<file path="src/rtl/xgmii_tx_engine_if.sv">
// Read port of the XGMII-TX FIFO (first-word-fall-through) as seen by the TX engine.
interface xgmii_tx_engine_if;
  logic [71:0] dout;
  logic        empty;
  logic        rd_en;

  modport master (input dout, input empty, output rd_en);
  modport slave  (output dout, output empty, input rd_en);
endinterface

</file>
<file path="src/rtl/xgmii_tx_engine.sv">
// Wraps FIFO payload packets in Ethernet/IPv4/UDP + magic word and an 802.3 FCS,
// driving a registered 64-bit XGMII transmit bus.
`ifndef MAGIC_CODE
`define MAGIC_CODE 32'hC0FFEE01
`endif

module xgmii_tx_engine #(
  parameter logic [31:0] MAGIC     = `MAGIC_CODE,
  parameter logic [15:0] UDP_PORT  = 16'd3422,
  parameter int unsigned MAX_WORDS = 180,
  parameter int unsigned IFG_WORDS = 2
) (
  input  logic               xgmii_clk,
  input  logic               sys_rst,
  input  logic [31:0]        if_v4addr,
  input  logic [47:0]        if_macaddr,
  input  logic [31:0]        dest_v4addr,
  input  logic [47:0]        dest_macaddr,
  xgmii_tx_engine_if.master  fifo,
  output logic [63:0]        xgmii_txd,
  output logic [7:0]         xgmii_txc,
  output logic [7:0]         xgmii_pktcount,
  output logic [7:0]         drop_count,
  output logic [7:0]         underrun_count
);

  localparam logic [63:0] IDLE_W = 64'h0707070707070707;
  localparam logic [63:0] PRE_W  = 64'hD5555555555555FB;
  localparam logic [63:0] ERR_W  = 64'h07070707070707FE;
  localparam logic [7:0]  MAX_N  = 8'(MAX_WORDS);
  localparam logic [7:0]  IFG_N  = 8'(IFG_WORDS);

  typedef enum logic [3:0] {
    S_IDLE, S_PREP, S_PRE, S_HDR, S_PAY, S_FCS, S_IFG, S_DRAIN, S_DROP
  } state_t;

  state_t      state_q, state_d;
  logic [7:0]  cnt_q, cnt_d, n_q, n_d;
  logic [47:0] smac_q, smac_d, dmac_q, dmac_d;
  logic [31:0] sip_q, sip_d, dip_q, dip_d;
  logic [15:0] csum_q, csum_d, id_q, id_d;
  logic [31:0] crc_q, crc_d;
  logic [63:0] txd_q, txd_d;
  logic [7:0]  txc_q, txc_d;
  logic [7:0]  pkt_q, pkt_d, drop_q, drop_d, under_q, under_d;
  logic        rd_en_d;

  logic [7:0]   n_head, plen;
  logic [15:0]  ip_len, udp_len;
  logic [383:0] hdr, hdr_sh;
  logic [63:0]  hdr_word;
  logic [19:0]  cs_sum;
  logic [16:0]  cs_f1;
  logic [15:0]  cs_f2;

  // Reflected CRC-32, bits consumed LSB-first starting at lane 0
  function automatic logic [31:0] crc64(input logic [31:0] c, input logic [63:0] d);
    logic [31:0] r;
    r = c;
    for (int unsigned i = 0; i < 64; i++) begin
      r = (r[0] ^ d[i]) ? ((r >> 1) ^ 32'hEDB88320) : (r >> 1);
    end
    return r;
  endfunction

  assign n_head  = fifo.dout[71:64];
  assign plen    = (n_q < 8'd2) ? 8'd2 : n_q;
  assign ip_len  = 16'd34 + {5'd0, plen, 3'd0};
  assign udp_len = 16'd14 + {5'd0, plen, 3'd0};

  assign hdr = {dmac_q, smac_q, 16'h0800, 16'h4500, ip_len, id_q, 16'h4000, 16'h4011,
                csum_q, sip_q, dip_q, UDP_PORT, UDP_PORT, udp_len, 16'h0000, MAGIC, 16'h0000};
  // Header is held big-endian; shift the wanted word to the top, then byte-swap into lanes
  assign hdr_sh   = hdr << {cnt_q[2:0], 6'd0};
  assign hdr_word = {<<8{hdr_sh[383:320]}};

  assign cs_sum = 20'h04500 + 20'(ip_len) + 20'(id_q) + 20'h04000 + 20'h04011
                + 20'(sip_q[31:16]) + 20'(sip_q[15:0]) + 20'(dip_q[31:16]) + 20'(dip_q[15:0]);
  assign cs_f1  = 17'(cs_sum[15:0]) + 17'(cs_sum[19:16]);
  assign cs_f2  = cs_f1[15:0] + 16'(cs_f1[16]);

  always_comb begin
    state_d = state_q;
    cnt_d   = cnt_q;
    n_d     = n_q;
    smac_d  = smac_q;
    dmac_d  = dmac_q;
    sip_d   = sip_q;
    dip_d   = dip_q;
    csum_d  = csum_q;
    id_d    = id_q;
    crc_d   = crc_q;
    pkt_d   = pkt_q;
    drop_d  = drop_q;
    under_d = under_q;
    txd_d   = IDLE_W;
    txc_d   = 8'hFF;
    rd_en_d = 1'b0;
    unique case (state_q)
      S_IDLE: if (!fifo.empty) begin
        if (n_head == 8'd0) begin
          rd_en_d = 1'b1;
          drop_d  = drop_q + 8'd1;
        end else if (n_head > MAX_N) begin
          n_d     = n_head;
          cnt_d   = n_head;
          drop_d  = drop_q + 8'd1;
          state_d = S_DROP;
        end else begin
          n_d     = n_head;
          cnt_d   = '0;
          state_d = S_PREP;
        end
      end
      S_PREP: if (cnt_q == 8'd0) begin
        smac_d = if_macaddr;
        dmac_d = dest_macaddr;
        sip_d  = if_v4addr;
        dip_d  = dest_v4addr;
        cnt_d  = 8'd1;
      end else begin
        csum_d  = ~cs_f2;
        state_d = S_PRE;
      end
      S_PRE: begin
        txd_d   = PRE_W;
        txc_d   = 8'h01;
        crc_d   = '1;
        cnt_d   = '0;
        state_d = S_HDR;
      end
      S_HDR: begin
        txd_d = hdr_word;
        txc_d = '0;
        crc_d = crc64(crc_q, hdr_word);
        if (cnt_q == 8'd5) begin
          cnt_d   = '0;
          state_d = S_PAY;
        end else begin
          cnt_d = cnt_q + 8'd1;
        end
      end
      S_PAY: begin
        if (cnt_q < n_q && fifo.empty) begin
          txd_d   = ERR_W;
          under_d = under_q + 8'd1;
          cnt_d   = n_q - cnt_q;
          state_d = S_DRAIN;
        end else begin
          txc_d = '0;
          if (cnt_q < n_q) begin
            rd_en_d = 1'b1;
            txd_d   = fifo.dout[63:0];
          end else begin
            txd_d = '0;
          end
          crc_d = crc64(crc_q, txd_d);
          if (cnt_q == plen - 8'd1) begin
            cnt_d   = '0;
            state_d = S_FCS;
          end else begin
            cnt_d = cnt_q + 8'd1;
          end
        end
      end
      S_FCS: begin
        txd_d   = {24'h070707, 8'hFD, ~crc_q};
        txc_d   = 8'hF0;
        pkt_d   = pkt_q + 8'd1;
        id_d    = id_q + 16'd1;
        cnt_d   = '0;
        state_d = S_IFG;
      end
      S_IFG: begin
        if (cnt_q >= IFG_N - 8'd1) begin
          cnt_d   = '0;
          state_d = S_IDLE;
        end else begin
          cnt_d = cnt_q + 8'd1;
        end
      end
      S_DRAIN, S_DROP: if (!fifo.empty) begin
        rd_en_d = 1'b1;
        cnt_d   = cnt_q - 8'd1;
        if (cnt_q == 8'd1) state_d = (state_q == S_DRAIN) ? S_IFG : S_IDLE;
      end
      default: state_d = S_IDLE;
    endcase
  end

  always_ff @(posedge xgmii_clk) begin
    if (sys_rst) begin
      state_q <= S_IDLE;
      cnt_q   <= '0;
      n_q     <= '0;
      smac_q  <= '0;
      dmac_q  <= '0;
      sip_q   <= '0;
      dip_q   <= '0;
      csum_q  <= '0;
      id_q    <= '0;
      crc_q   <= '1;
      txd_q   <= IDLE_W;
      txc_q   <= '1;
      pkt_q   <= '0;
      drop_q  <= '0;
      under_q <= '0;
    end else begin
      state_q <= state_d;
      cnt_q   <= cnt_d;
      n_q     <= n_d;
      smac_q  <= smac_d;
      dmac_q  <= dmac_d;
      sip_q   <= sip_d;
      dip_q   <= dip_d;
      csum_q  <= csum_d;
      id_q    <= id_d;
      crc_q   <= crc_d;
      txd_q   <= txd_d;
      txc_q   <= txc_d;
      pkt_q   <= pkt_d;
      drop_q  <= drop_d;
      under_q <= under_d;
    end
  end

  assign fifo.rd_en     = rd_en_d;
  assign xgmii_txd      = txd_q;
  assign xgmii_txc      = txc_q;
  assign xgmii_pktcount = pkt_q;
  assign drop_count     = drop_q;
  assign underrun_count = under_q;

endmodule

</file>
<file path="src/flat_wrapper.sv">
// flat-port wrapper written by rule: the top's interface ports become plain ports
module xgmii_tx_engine_flat 
#(
  parameter logic [31:0] MAGIC     = `MAGIC_CODE,
  parameter logic [15:0] UDP_PORT  = 16'd3422,
  parameter int unsigned MAX_WORDS = 180,
  parameter int unsigned IFG_WORDS = 2
)
  (xgmii_clk, sys_rst, if_v4addr, if_macaddr, dest_v4addr, dest_macaddr, xgmii_txd, xgmii_txc, xgmii_pktcount, drop_count, underrun_count, fifo_dout, fifo_empty, fifo_rd_en);
  xgmii_tx_engine_if fifo_i ();
  input  logic xgmii_clk;
  input  logic sys_rst;
  input  logic [31:0] if_v4addr;
  input  logic [47:0] if_macaddr;
  input  logic [31:0] dest_v4addr;
  input  logic [47:0] dest_macaddr;
  output logic [63:0] xgmii_txd;
  output logic [7:0] xgmii_txc;
  output logic [7:0] xgmii_pktcount;
  output logic [7:0] drop_count;
  output logic [7:0] underrun_count;
  input wire logic [$bits(fifo_i.dout)-1:0] fifo_dout;
  input wire logic [$bits(fifo_i.empty)-1:0] fifo_empty;
  output wire logic [$bits(fifo_i.rd_en)-1:0] fifo_rd_en;
  assign fifo_i.dout = fifo_dout;
  assign fifo_i.empty = fifo_empty;
  assign fifo_rd_en = fifo_i.rd_en;
  xgmii_tx_engine #(.MAGIC(MAGIC), .UDP_PORT(UDP_PORT), .MAX_WORDS(MAX_WORDS), .IFG_WORDS(IFG_WORDS)) u_core (.xgmii_clk(xgmii_clk), .sys_rst(sys_rst), .if_v4addr(if_v4addr), .if_macaddr(if_macaddr), .dest_v4addr(dest_v4addr), .dest_macaddr(dest_macaddr), .fifo(fifo_i), .xgmii_txd(xgmii_txd), .xgmii_txc(xgmii_txc), .xgmii_pktcount(xgmii_pktcount), .drop_count(drop_count), .underrun_count(underrun_count));
endmodule
</file>
<file path="config.mk">
export PLATFORM = sky130hd
export DESIGN_NAME = xgmii_tx_engine_flat
export DESIGN_NICKNAME = d
export VERILOG_FILES = /design/src/rtl/xgmii_tx_engine_if.sv /design/src/rtl/xgmii_tx_engine.sv /design/src/flat_wrapper.sv
export SDC_FILE = /design/constraint.sdc
export NUM_CORES = 2
export LEC_CHECK = 0
export ABC_AREA = 0
export CAP_MARGIN = 10
export CORE_MARGIN = 2
export CORE_UTILIZATION = 30
export CTS_CLUSTER_SIZE = 40
export DETAILED_ROUTE_END_ITERATION = 10
export GPL_ROUTABILITY_DRIVEN = 0
export PLACE_DENSITY = 0.45
export SLEW_MARGIN = 20
export SYNTH_ARGS = -nofsm -noshare
export SYNTH_HDL_FRONTEND = slang
export SYNTH_SLANG_ARGS = --single-unit
</file>
<file path="constraint.sdc">
create_clock -name xgmii_clk -period 23 [get_ports xgmii_clk]
set_input_delay 3.45 -clock xgmii_clk [delete_from_list [all_inputs] [get_ports xgmii_clk]]
set_output_delay 3.45 -clock xgmii_clk [all_outputs]
set_load 0.05 [all_outputs]
</file>
==> results.sh <==
export IMPL_wl_per_cell_um=27.4
export IMPL_initial_core_util_pct=30.3
export IMPL_numCtsBuffers=45
export IMPL_max_freq_mhz=90.7
export IMPL_grt_ovfl_total=0
export IMPL_hp_start="u_core.dmac_q[18]$_SDFFE_PP0P_"
export IMPL_syn_num_nets=3955
export IMPL_period_share_pct=47.9
export IMPL_yosysSeqAreaShare_pct=19.6
export IMPL_cts_root_buf="clkbuf_16"
export IMPL_htree_levels=2
export IMPL_arrival_ps=11530
export IMPL_required_ps=23510
export IMPL_relSlewSlack_pct=14.7
export IMPL_synth_seq_cells=335
export IMPL_drive_above_1_share_pct=6.61
export IMPL_rr_startpoint="u_core.n_q[7]$_SDFFE_PP0P_"
export IMPL_clk_pin_slew_ps=60
export IMPL_hold_violations=0
export IMPL_track_usage_pct=24.7
export IMPL_async_flop_share_pct=0
export IMPL_rows=123
export IMPL_grt_max_degree=89
export IMPL_antenna_found_initial=7
export IMPL_clock_latency_ps=630
export IMPL_outcome="finished clean"
export IMPL_ctsHoldBuffers=0
export IMPL_via_per_inst=5.06
export IMPL_nFillCells=11700
export IMPL_period_minus_slack_ps=11020
export IMPL_criticalPathCategory="in -> reg"
export IMPL_final_max_slew_violation_count=0
export IMPL_rrSetupSlack_ps=12450
export IMPL_holdPathStages=2
export IMPL_firstDrtPassIters=6
export IMPL_die_w_um=341
export IMPL_coreArea_um2=113000
export IMPL_worst_slew_pin_slew_ps=1260
export IMPL_cts_sinks=335
export IMPL_synth_avg_cell_area_um2=9.49
export IMPL_cts_tree="yes"
export IMPL_cts_setup_buffers=0
export IMPL_ctsResizeCount=0
export IMPL_grt_pass1_vias=26900
export IMPL_crit_fanout=12
export IMPL_whs_ps=454
export IMPL_totalWireLength_mm=147
export IMPL_drtAntennaViolNets=0
export IMPL_die_h_um=341
export IMPL_yosysUniqueCellTypes=88
export IMPL_reg2regPathDepth=40
export IMPL_drc=0
export IMPL_worstHoldEndpoint="u_core.dmac_q[18]$_SDFFE_PP0P_"
export IMPL_ys_warn_count=0
export IMPL_nets=4195
export IMPL_hpwl_mm=119
export IMPL_rsz0062_at_grt="no"
export IMPL_regToRegEndpoint="u_core.csum_q[15]$_SDFFE_PP0P_"
export IMPL_area_growth_pct=18.9
export IMPL_io_buffer_count=331
export IMPL_ff_latch_area_um2=6710
export IMPL_synth_edff_count=0
export IMPL_layout_commonest_cell="xnor2_1"
export IMPL_multiInputGateArea_um2=26200
export IMPL_drv_cap=0
export IMPL_fin_setup_tns_ps=0
export IMPL_fin_skew_ps=34.7
export IMPL_syn_instance_count=3596
export IMPL_dieArea_um2=116000
export IMPL_pin_count=332
export IMPL_hp_class="reg -> reg"
export IMPL_synth_top_flop_cell="dfxtp_1"
export IMPL_drtIter0Drc=2436
export IMPL_cp_end_kind="flop"
export IMPL_synthesis_area_um2=34100
export IMPL_cts_buffer_depth=3
export IMPL_critPathLaunchType="input pin"
export IMPL_mostFrequentLayoutCells="xnor2_1, nand2_1, dfxtp_1"
export IMPL_setup_viol=0
export IMPL_grt_pass1_wl_mm=207
export IMPL_route_vias_total=27200
how the worst max path moves through the flow:
stage                            start                            end  slack, ps
after global placement    fifo_dout[3]  u_core.crc_q[20]$_SDFFE_PP1P_      11630
after CTS                 fifo_dout[3]  u_core.crc_q[23]$_SDFFE_PP1P_      12050
after floorplan           fifo_dout[9]  u_core.crc_q[20]$_SDFFE_PP1P_      13410
after detailed placement  fifo_dout[3]  u_core.crc_q[20]$_SDFFE_PP1P_      11440
final                     fifo_dout[3]  u_core.crc_q[23]$_SDFFE_PP1P_      11980
after global routing      fifo_dout[3]  u_core.crc_q[26]$_SDFFE_PP1P_      11620
metal layers:
metal / wire length (µm) / up-vias / global-route usage, %
li1: - / 12600 / -
met1: 67400 / 13400 / 35.3
met2: 64700 / 1001 / 37.9
met3: 10300 / 161 / 4.39
met4: 4800 / 8 / 7.41
met5: 46 / - / 0
synth_stat cells, types with 5 or more instances:
cell type,number,area [µm²]
o32a_1,5,50.1
a221o_1,7,70.1
a21oi_1,262,1310
inv_1,103,387
o2111ai_1,6,52.6
and2_1,7,43.8
a31oi_1,9,56.3
clkbuf_1,140,526
xor3_1,42,998
a21boi_0,8,60.1
nor2b_1,9,56.3
buf_4,11,82.6
xnor3_1,233,5250
nand2_1,440,1650
a221oi_1,44,385
xnor3_2,17,404
or2_2,8,50.1
and3_1,19,119
or3_1,13,81.3
o311ai_0,5,43.8
xnor2_1,712,6240
a211o_1,5,43.8
fa_1,60,1200
mux2i_1,50,500
o211ai_1,30,225
nand3_1,43,215
o221ai_1,8,70.1
o21ai_0,80,400
mux4_2,7,158
o21bai_1,11,82.6
nand4_1,15,93.8
nor2_1,257,965
a22oi_1,21,158
nand2b_1,15,93.8
a211oi_1,26,195
xor2_1,251,2200
dfxtp_1,335,6710
ha_1,64,801
buf_1,11,41.3
nor3_1,25,125
xor3_2,7,175
buf_2,35,175
a21o_1,10,75.1
o22ai_1,18,113
xnor2_2,32,521
area by class of cell:
class | instances | share of cell area [%]
sequential | 335 | 16.5
tap | 1500 | 4.62
clock inverter | 20 | 0.650
antenna | 3 | 0.0185
inverter | 106 | 0.980
multi-input combinational | 2953 | 64.6
timing repair buffer | 395 | 9.34
clock buffer | 61 | 3.22
registers in the layout, indices dropped and copies added (netlist names):
| register | count |
|---|---|
| u_core.underrun_count | 8 |
| u_core.dip_q | 32 |
| u_core.smac_q | 48 |
| u_core.id_q | 16 |
| u_core.xgmii_txd | 64 |
| u_core.csum_q | 16 |
| u_core.cnt_q | 8 |
| u_core.drop_count | 8 |
| u_core.crc_q | 32 |
| u_core.xgmii_pktcount | 8 |
| u_core.state_q | 4 |
| u_core.xgmii_txc | 3 |
| u_core.sip_q | 32 |
| u_core.dmac_q | 48 |
| u_core.n_q | 8 |
metrics by stage:
step | setup slack (ps) | cell area [µm²] | instances | util [%]
final | 11980 | 40600 | 5373 | 36.0
after global routing | 11620 | 40600 | 5370 | 36.0
after CTS | 12050 | 40600 | 5370 | 36.0
after detailed placement | 11440 | 39000 | 5289 | 34.6
after global placement | 11630 | 39000 | 5289 | 34.6
after floorplan | 13410 | 34100 | 3596 | -
worst max-delay path, cell delays in order:
cell             delay (ps)
clkdlybuf4s50_1         810
xnor2_1                 750
xor3_1                  460
o211ai_1                130
xor2_1                  500
xnor3_1                 550
xnor2_1                 600
xnor3_1                 630
xnor2_1                 450
xor2_1                  400
xor3_1                  450
xnor2_1                 420
xnor3_1                 340
xor2_1                  400
xnor2_1                 230
xnor2_1                 410
xnor2_1                 170
nor2_1                   60
o32a_1                  320
cells by family after synthesis:
family,count (synthesis),synth area share (%)
compound gates,594,11.1
xor+xnor,1305,47.0
fa+ha+maj,125,5.89
buf+inv,308,3.73
flops,335,19.6
mux,61,2.06
simple gates,868,10.6
Power is not shown: default switching activity piles up to over one toggle a cycle in this logic, so the estimate is an artifact.
